**src/rtl/seq_divider_16by8_if.sv**
```systemverilog
// Operand/result handshake bundle for the sequential 16/8 divider.
// The master drives operands and result-accept; the slave returns results.
interface seq_divider_16by8_if #(
  parameter int unsigned DIVIDEND_W = 16,
  parameter int unsigned DIVISOR_W  = 8
);
  logic                  in_valid;
  logic                  in_ready;
  logic [DIVIDEND_W-1:0] dividend;
  logic [DIVISOR_W-1:0]  divisor;
  logic                  out_valid;
  logic                  out_ready;
  logic [DIVIDEND_W-1:0] quotient;
  logic [DIVISOR_W-1:0]  remainder;
  logic                  div_by_zero;

  modport master (
    output in_valid, dividend, divisor, out_ready,
    input  in_ready, out_valid, quotient, remainder, div_by_zero
  );

  modport slave (
    input  in_valid, dividend, divisor, out_ready,
    output in_ready, out_valid, quotient, remainder, div_by_zero
  );
endinterface

```
**src/rtl/seq_divider_16by8.sv**
```systemverilog
// Unsigned sequential restoring divider, one quotient bit per clock.
// Single operation in flight; valid/ready on both operand and result sides.
module seq_divider_16by8 #(
  parameter int unsigned DIVIDEND_W = 16,
  parameter int unsigned DIVISOR_W  = 8
) (
  input logic                clk,
  input logic                rst,
  seq_divider_16by8_if.slave bus
);
  localparam int unsigned CNT_W = $clog2(DIVIDEND_W + 1);
  localparam int unsigned R_W   = DIVISOR_W + 1;

  localparam logic [1:0] ST_IDLE = 2'd0;
  localparam logic [1:0] ST_CALC = 2'd1;
  localparam logic [1:0] ST_DONE = 2'd2;

  logic [1:0]            state_q,     state_d;
  logic [CNT_W-1:0]      cnt_q,       cnt_d;
  logic [R_W-1:0]        r_q,         r_d;
  logic [DIVIDEND_W-1:0] q_q,         q_d;
  logic [DIVISOR_W-1:0]  dvsr_q,      dvsr_d;
  logic                  in_ready_q,  in_ready_d;
  logic                  out_valid_q, out_valid_d;
  logic                  dbz_q,       dbz_d;
  logic [DIVIDEND_W-1:0] quot_q,      quot_d;
  logic [DIVISOR_W-1:0]  rem_q,       rem_d;

  logic [R_W-1:0]        r_shift;
  logic [R_W-1:0]        r_diff;
  logic [R_W-1:0]        r_step;
  logic [DIVIDEND_W-1:0] q_step;
  logic                  q_bit;

  // One restoring step on the {R,Q} pair
  always_comb begin
    r_shift = {r_q[DIVISOR_W-1:0], q_q[DIVIDEND_W-1]};
    r_diff  = r_shift - {1'b0, dvsr_q};
    q_bit   = (r_shift >= {1'b0, dvsr_q});
    r_step  = q_bit ? r_diff : r_shift;
    q_step  = {q_q[DIVIDEND_W-2:0], q_bit};
  end

  // Next-state and registered-output decode
  always_comb begin
    state_d     = state_q;
    cnt_d       = cnt_q;
    r_d         = r_q;
    q_d         = q_q;
    dvsr_d      = dvsr_q;
    in_ready_d  = in_ready_q;
    out_valid_d = out_valid_q;
    dbz_d       = dbz_q;
    quot_d      = quot_q;
    rem_d       = rem_q;

    case (state_q)
      ST_IDLE: begin
        if (bus.in_valid) begin
          dvsr_d     = bus.divisor;
          in_ready_d = 1'b0;
          if (bus.divisor != '0) begin
            state_d = ST_CALC;
            cnt_d   = '0;
            r_d     = '0;
            q_d     = bus.dividend;
          end else begin
            // Zero divisor short-circuits: saturated quotient, low dividend bits as remainder
            state_d     = ST_DONE;
            out_valid_d = 1'b1;
            quot_d      = '1;
            rem_d       = bus.dividend[DIVISOR_W-1:0];
            dbz_d       = 1'b1;
          end
        end
      end

      ST_CALC: begin
        r_d   = r_step;
        q_d   = q_step;
        cnt_d = cnt_q + CNT_W'(1);
        if (cnt_q == CNT_W'(DIVIDEND_W - 1)) begin
          state_d     = ST_DONE;
          out_valid_d = 1'b1;
          quot_d      = q_step;
          rem_d       = r_step[DIVISOR_W-1:0];
          dbz_d       = 1'b0;
        end
      end

      ST_DONE: begin
        if (bus.out_ready) begin
          state_d     = ST_IDLE;
          out_valid_d = 1'b0;
          in_ready_d  = 1'b1;
        end
      end

      default: begin
        state_d     = ST_IDLE;
        out_valid_d = 1'b0;
        in_ready_d  = 1'b1;
      end
    endcase
  end

  always_ff @(posedge clk) begin
    if (rst) begin
      state_q     <= ST_IDLE;
      cnt_q       <= '0;
      r_q         <= '0;
      q_q         <= '0;
      dvsr_q      <= '0;
      in_ready_q  <= 1'b1;
      out_valid_q <= 1'b0;
      dbz_q       <= 1'b0;
      quot_q      <= '0;
      rem_q       <= '0;
    end else begin
      state_q     <= state_d;
      cnt_q       <= cnt_d;
      r_q         <= r_d;
      q_q         <= q_d;
      dvsr_q      <= dvsr_d;
      in_ready_q  <= in_ready_d;
      out_valid_q <= out_valid_d;
      dbz_q       <= dbz_d;
      quot_q      <= quot_d;
      rem_q       <= rem_d;
    end
  end

  assign bus.in_ready    = in_ready_q;
  assign bus.out_valid   = out_valid_q;
  assign bus.quotient    = quot_q;
  assign bus.remainder   = rem_q;
  assign bus.div_by_zero = dbz_q;

endmodule

```
**src/flat_wrapper.sv**
```systemverilog
// flat-port wrapper written by rule: the top's interface ports become plain ports
module seq_divider_16by8_flat 
#(
  parameter int unsigned DIVIDEND_W = 16,
  parameter int unsigned DIVISOR_W  = 8
)
  (clk, rst, bus_in_valid, bus_dividend, bus_divisor, bus_out_ready, bus_in_ready, bus_out_valid, bus_quotient, bus_remainder, bus_div_by_zero);
  seq_divider_16by8_if #(.DIVIDEND_W(DIVIDEND_W), .DIVISOR_W(DIVISOR_W)) bus_i ();
  input logic clk;
  input logic rst;
  input wire logic [$bits(bus_i.in_valid)-1:0] bus_in_valid;
  input wire logic [$bits(bus_i.dividend)-1:0] bus_dividend;
  input wire logic [$bits(bus_i.divisor)-1:0] bus_divisor;
  input wire logic [$bits(bus_i.out_ready)-1:0] bus_out_ready;
  output wire logic [$bits(bus_i.in_ready)-1:0] bus_in_ready;
  output wire logic [$bits(bus_i.out_valid)-1:0] bus_out_valid;
  output wire logic [$bits(bus_i.quotient)-1:0] bus_quotient;
  output wire logic [$bits(bus_i.remainder)-1:0] bus_remainder;
  output wire logic [$bits(bus_i.div_by_zero)-1:0] bus_div_by_zero;
  assign bus_i.in_valid = bus_in_valid;
  assign bus_i.dividend = bus_dividend;
  assign bus_i.divisor = bus_divisor;
  assign bus_i.out_ready = bus_out_ready;
  assign bus_in_ready = bus_i.in_ready;
  assign bus_out_valid = bus_i.out_valid;
  assign bus_quotient = bus_i.quotient;
  assign bus_remainder = bus_i.remainder;
  assign bus_div_by_zero = bus_i.div_by_zero;
  seq_divider_16by8 #(.DIVIDEND_W(DIVIDEND_W), .DIVISOR_W(DIVISOR_W)) u_core (.clk(clk), .rst(rst), .bus(bus_i));
endmodule
```
**config.mk**
```make
export PLATFORM = sky130hd
export DESIGN_NAME = seq_divider_16by8_flat
export DESIGN_NICKNAME = d
export VERILOG_FILES = /design/src/rtl/seq_divider_16by8_if.sv /design/src/rtl/seq_divider_16by8.sv /design/src/flat_wrapper.sv
export SDC_FILE = /design/constraint.sdc
export NUM_CORES = 1
export LEC_CHECK = 0
export ABC_CLOCK_PERIOD_IN_PS = 2300
export CAP_MARGIN = 25
export CORE_ASPECT_RATIO = 1.25
export CORE_MARGIN = 2
export CORE_UTILIZATION = 47
export CTS_CLUSTER_DIAMETER = 150
export DETAILED_ROUTE_END_ITERATION = 16
export GPL_ROUTABILITY_DRIVEN = 0
export PLACE_DENSITY_LB_ADDON = 0.2
export SLEW_MARGIN = 5
export SYNTH_ARGS = -nofsm -noshare
export SYNTH_HDL_FRONTEND = slang
export SYNTH_SLANG_ARGS = --single-unit
```
**constraint.sdc**
```tcl
create_clock -name clk -period 2.3 [get_ports clk]
set_clock_uncertainty 0.15 [all_clocks]
set_input_delay 0.69 -clock clk [delete_from_list [all_inputs] [get_ports clk]]
set_output_delay 0.69 -clock clk [all_outputs]
set_load 0.03 [all_outputs]
```
* Yosys cells after proc, flatten, opt, wreduce, memory -nomap -nowiden
Index checks and enable logic that the tools add are counted.
Word-level totals: register bits 66, output and inout bits 27, input bits 28, word-level logic and storage cells 64
Operators by class: add/subtract/negate cells 2, equality and inequality tests 8, multiplexer cells 33, bitwise gates (word level) 1, magnitude comparators 1, reductions and logical operators 9
Operator list (count):
- $mux W16 | 5
- $pmux W16 S2 | 2
- $mux W8 | 6
- $pmux W8 S2 | 2
- $mux W5 | 2
- $pmux W5 S2 | 1
- $ge A9 B8 Y1 | 1
- $reduce_and A3 Y1 | 3
- $mux W2 | 4
- $reduce_and A4 Y1 | 2
- $reduce_bool A8 Y1 | 1
- $sub A8 B8 Y8 | 1
- $mux W1 | 7
- $ne A2 B2 Y1 const B | 3
- $pmux W1 S3 | 2
- $pmux W2 S3 | 1
- $add A5 B1 Y5 const B | 1
- $eq A5 B4 Y1 const B | 1
- $ne A2 B1 Y1 const B | 2
- $eq A2 B1 Y1 const B | 1
- $eq A2 B2 Y1 const B | 1
- $logic_not A2 Y1 | 1
- $pmux W1 S2 | 1
- $reduce_and A2 Y1 | 1
- other kinds (2) | 2

* Logic depth before layout (Yosys ltp)
depth after elaboration 4, gate-level depth with buffers 9, mapped depth without buffers 9

* Worst setup path before layout
OpenSTA, ideal clock, no wires.
kind reg2reg, start point reg u_core.q_q[15], end point reg u_core.rem_q[6] (netlist: u_core.bus.remainder[6]), data required time 2059 ps, clock period less this slack 2178 ps, library setup time 91 ps, stages on the path, launching flop included 10, path buffers 0, data arrival time 1937 ps, setup slack 122 ps, path through dfxtp_1 > inv_1 > ha_1 > fa_1 > nand2b_1 > a211oi_1 > o21a_1 > nor3_1 > o31a_1 > a311oi_1
Between the ends: word-level cells in the longest chain between the ends 4, elaborated cells between the ends (all ways) 5, classes of those cells 1 x add/sub; 1 x order compare; 3 x mux
Ends and longest elaborated chain:
- from (decl) | RTL line seq_divider_16by8.sv:21 | logic [DIVIDEND_W-1:0] q_q, q_d;
- from (signal assigned) | RTL line seq_divider_16by8.sv:123 | q_q <= q_d;
- $sub A8 B8 Y8 / $ge A9 B8 Y1 (equally long branches) | RTL line seq_divider_16by8.sv:38, seq_divider_16by8.sv:39
- $mux W8 (*) | RTL line seq_divider_16by8.sv:40 | r_step = q_bit ? r_diff : r_shift;
- $mux W8 (*) | RTL line seq_divider_16by8.sv:82 | if (cnt_q == CNT_W'(DIVIDEND_W - 1)) begin
- $pmux W8 S2 (*) | RTL line seq_divider_16by8.sv:57 | case (state_q)
- to (signal assigned) | RTL line seq_divider_16by8.sv:129 | rem_q <= rem_d;
- to (decl) | RTL line seq_divider_16by8.sv:27 | logic [DIVISOR_W-1:0] rem_q, rem_d;
Mark *: on every way between the ends. The rest lies on a longest branch, timed or not. The select of a mux whose other input is x is not followed. A chain may end at the register's enable or synchronous reset.

* Final worst setup path
start point reg u_core.dvsr_q[0], end point reg u_core.rem_q[6] (netlist: u_core.bus.remainder[6])
Between the ends: word-level cells in the longest chain between the ends 4, elaborated cells between the ends (all ways) 5, classes of those cells 1 x add/sub; 1 x order compare; 3 x mux
Ends and longest elaborated chain:
- from (decl) | RTL line seq_divider_16by8.sv:22 | logic [DIVISOR_W-1:0] dvsr_q, dvsr_d;
- from (signal assigned) | RTL line seq_divider_16by8.sv:124 | dvsr_q <= dvsr_d;
- $sub A8 B8 Y8 / $ge A9 B8 Y1 (equally long branches) | RTL line seq_divider_16by8.sv:38, seq_divider_16by8.sv:39
- $mux W8 (*) | RTL line seq_divider_16by8.sv:40
- $mux W8 (*) | RTL line seq_divider_16by8.sv:82
- $pmux W8 S2 (*) | RTL line seq_divider_16by8.sv:57
Marked as above.

==> impl_metrics.py <==
metrics = {
    "run_status": {
        "status": "complete, no violations",
    },
    "synth": {
        "mappedNetlistNets": 424,
        "ys_ff_latch": 66,
        "yosysWarningCount": 0,
        "postSynthCellCount": 385,
        "synthFlopType": "dfxtp_1",
        "ys_seq_area_share_pct": 42.7,
        "synth_top_area_share_pct": 42.7,
        "netlist_area_um2": 3100,
        "synthArstFlopShare_pct": 0,
        "ys_types": 49,
        "ys_top_cells_by_area": "dfxtp_1 43%, nand2_1 9.5%, a21oi_1 6.0%",
        "syn_area_per_cell_um2": 8.04,
        "synth_edf_count": 0,
        "synth_top_area_cell": "dfxtp_1",
    },
    "timing": {
        "hold_slack_ns": 0.304,
        "tightest_slew_ns": 0.438,
        "maxSlewHeadroom_pct": 70.8,
        "slew_violations": 0,
        "post-route-period-util_pct": 98.3,
        "max_freq_mhz": 442,
        "finalHoldViolations": 0,
        "final-setup-viol-count": 0,
        "layout_min_cycle_time_ns": 2.26,
        "rsz0062_at_grt": "yes",
        "timing.final.ws_setup_ns": 0.0389,
    },
    "finish": {
        "diodes": 0,
        "layout_common_cells": "75 x nand2_1, 62 x dfxtp_1, 49 x clkdlybuf4s50_1",
        "area_growth_pct": 39.5,
        "fin_area_um2": 4320,
        "final_common_cell": "nand2_1",
        "layout-drive-gt1-share_pct": 19.2,
        "nets": 492,
        "seq_area_um2": 1330,
        "multi_input_area_um2": 1850,
        "nFillCells": 555,
        "final_core_util_pct": 66.6,
    },
    "global_routing": {
        "antenna_found_initial": 0,
        "track_usage_pct": 22.1,
        "grt_pass1_wl_um": 12800,
        "grt_max_degree": 30,
        "overflow": 0,
        "grt_pass1_vias": 2836,
    },
    "critical_path": {
        "crit_path_end_kind": "flop",
        "cp_num_buf_inv": 0,
        "rr_startpoint": "u_core.dvsr_q[0]",
        "r2r-end": "u_core.bus.remainder[6]",
        "startpoint_type": "flop",
        "crit_chain": "ha_4 -> fa_2 -> nand2b_4 -> a211oi_2 -> o21a_1 -> nor3_1 -> o31a_1 -> a311oi_1",
        "cp.required_ns": 2.40,
        "cpPeakStageDelay_ns": 0.37,
        "reg2reg_depth": 8,
        "crit_fanout": 2,
        "path_class": "reg -> reg",
        "rrSetupSlack_ns": 0.04,
        "worst_path_max_delay_cell": "dfxtp_1",
        "critical_path_arrival_ns": 2.36,
        "crit_family": "compound AO/OA/AOI/OAI gates",
    },
    "detailed_routing": {
        "wl_per_cell_um": 14.7,
        "wl_um": 8030,
        "vias_per_cell": 5.47,
        "ant_nets": 0,
        "vias": 2982,
        "drt_first_pass_iters": 5,
        "post-route-drc-count": 0,
        "drt-initial-drc-count": 155,
    },
    "floorplan": {
        "num_rows": 33,
        "die-width_um": 76.6,
        "die_area_um2": 7260,
        "io_pins": 55,
        "die_h_um": 94.8,
        "start_util_pct": 47.8,
        "fp.coreArea_um2": 6480,
    },
    "clock_network": {
        "cts_tree": "done",
        "cts_root_buf": "clkbuf_8",
        "htreeDepth": 3,
        "cts_made_buffers": 9,
        "clk_path_buf_depth": 2,
        "worstSkewPairLatency_ns": 0.34,
        "cts_sinks": 66,
        "path_clk_slew_ns": 0.07,
        "cts_hold_buffers": 0,
    },
    "power": {
        "power_leakage_uw": 0.00158,
        "fin_total_pwr_uw": 3530,
        "power_density_nw_per_um2": 816,
        "vdd_drop_max_mv": 0.455,
    },
    "worst_hold_path": {
        "min_to": "u_core.bus.quotient[14]",
        "worstHoldStart": "u_core.bus.quotient[14]",
        "hp-class": "reg -> reg",
        "hold_depth": 2,
    },
    "placement": {
        "portBuffers": 54,
        "place_ws_ns": -0.396,
        "place_area_um2": 3870,
        "dp_hpwl_um": 5580,
    },
    "job": {
        "maxCapViolations": 0,
    },
}
==> kinds of logic after synthesis <==
kind of cell	Yosys count	synth area share, %
simple gates	144	19.2
compound gates	120	26.5
flops	66	42.7
fa+ha+maj	11	4.69
buf+inv	37	5.01
xor+xnor	7	1.98
==> per-stage QoR <==
| step | instances | setup TNS (ns) |
|---|---|---|
| floorplan | 385 | 0 |
| global placement | 527 | -12.08 |
| detailed placement | 527 | -15.38 |
| CTS | 544 | 0 |
| global route | 545 | -0.0980 |
| finish | 545 | 0 |
==> metal layers <==
layer	GRT usage (%)	vias to the layer above	routed length, um
met4	10.0	0	181
met5	0	-	0
met1	26.6	1418	3580
met2	38.6	57	4020
li1	-	1495	-
met3	4.30	12	246
==> sequential cells by signal, summed over array words and instances, names as in the netlist <==
register                count
u_core.bus.quotient        16
u_core.q_q                 16
u_core.bus.remainder        8
u_core.dvsr_q               8
u_core.r_q                  8
u_core.cnt_q                5
u_core.state_q              2
u_core.bus.div_by_zero      1
u_core.bus.in_ready         1
u_core.bus.out_valid        1
==> tightest hold or removal path: stages (launching register included) <==
cell     delay, ns
dfxtp_1       0.31
nand2_1       0.05
a21oi_1       0.05
==> report_power, final <==
part,switching [uW],internal (uW),total (uW)
registers,76.6,1220,1290
clock network,451,498,949
logic,706,576,1280
total,1230,2290,3530
==> worst max-delay path by stage <==
stage | depth (start not counted) | slack, ns | start | to
6_report | 8 | 0.04 | u_core.dvsr_q[0] | u_core.bus.remainder[6]
5_1_grt | 9 | -0.03 | u_core.dvsr_q[6] | u_core.bus.remainder[5]
4_1_cts | 9 | 0.002 | u_core.q_q[15] | u_core.bus.remainder[6]
3_5_place_dp | 7 | -0.40 | bus_divisor[7] | u_core.bus.remainder[7]
3_3_place_gp | 7 | -0.35 | bus_divisor[7] | u_core.bus.remainder[7]
2_1_floorplan | 9 | 0.12 | u_core.q_q[15] | u_core.bus.remainder[6]
==> cell type report <==
type	count	share of cell area [%]
Multi-Input combinational cell	282	42.8
Sequential cell	66	30.7
Timing Repair Buffer	83	18.5
Clock buffer	9	2.87
Tap cell	87	2.52
Clock inverter	7	1.62
Inverter	11	0.956
==> synth_stat cells, types with 3 or more instances <==
| cell type | count |
|---|---|
| nand2_1 | 78 |
| dfxtp_1 | 66 |
| nor2_1 | 43 |
| a21oi_1 | 37 |
| o21ai_0 | 23 |
| a311oi_1 | 21 |
| clkbuf_1 | 15 |
| inv_1 | 11 |
| buf_2 | 10 |
| ha_1 | 10 |
| a211oi_1 | 7 |
| a31oi_1 | 5 |
| nand3_1 | 4 |
| nor3_1 | 4 |
| o21a_1 | 4 |
| xnor2_1 | 4 |
| nand2b_1 | 3 |
| xor2_1 | 3 |
==> what timing repair did <==
| item | 4_1_cts | 5_1_grt |
|---|---|---|
| endpoints found under the setup margin | 6 | 41 |
| pin swaps | 5 | 17 |
| resized for setup | 7 | 38 |
| setup buffers | 1 | 1 |
Note: power is estimated with default switching activity, not from simulation.
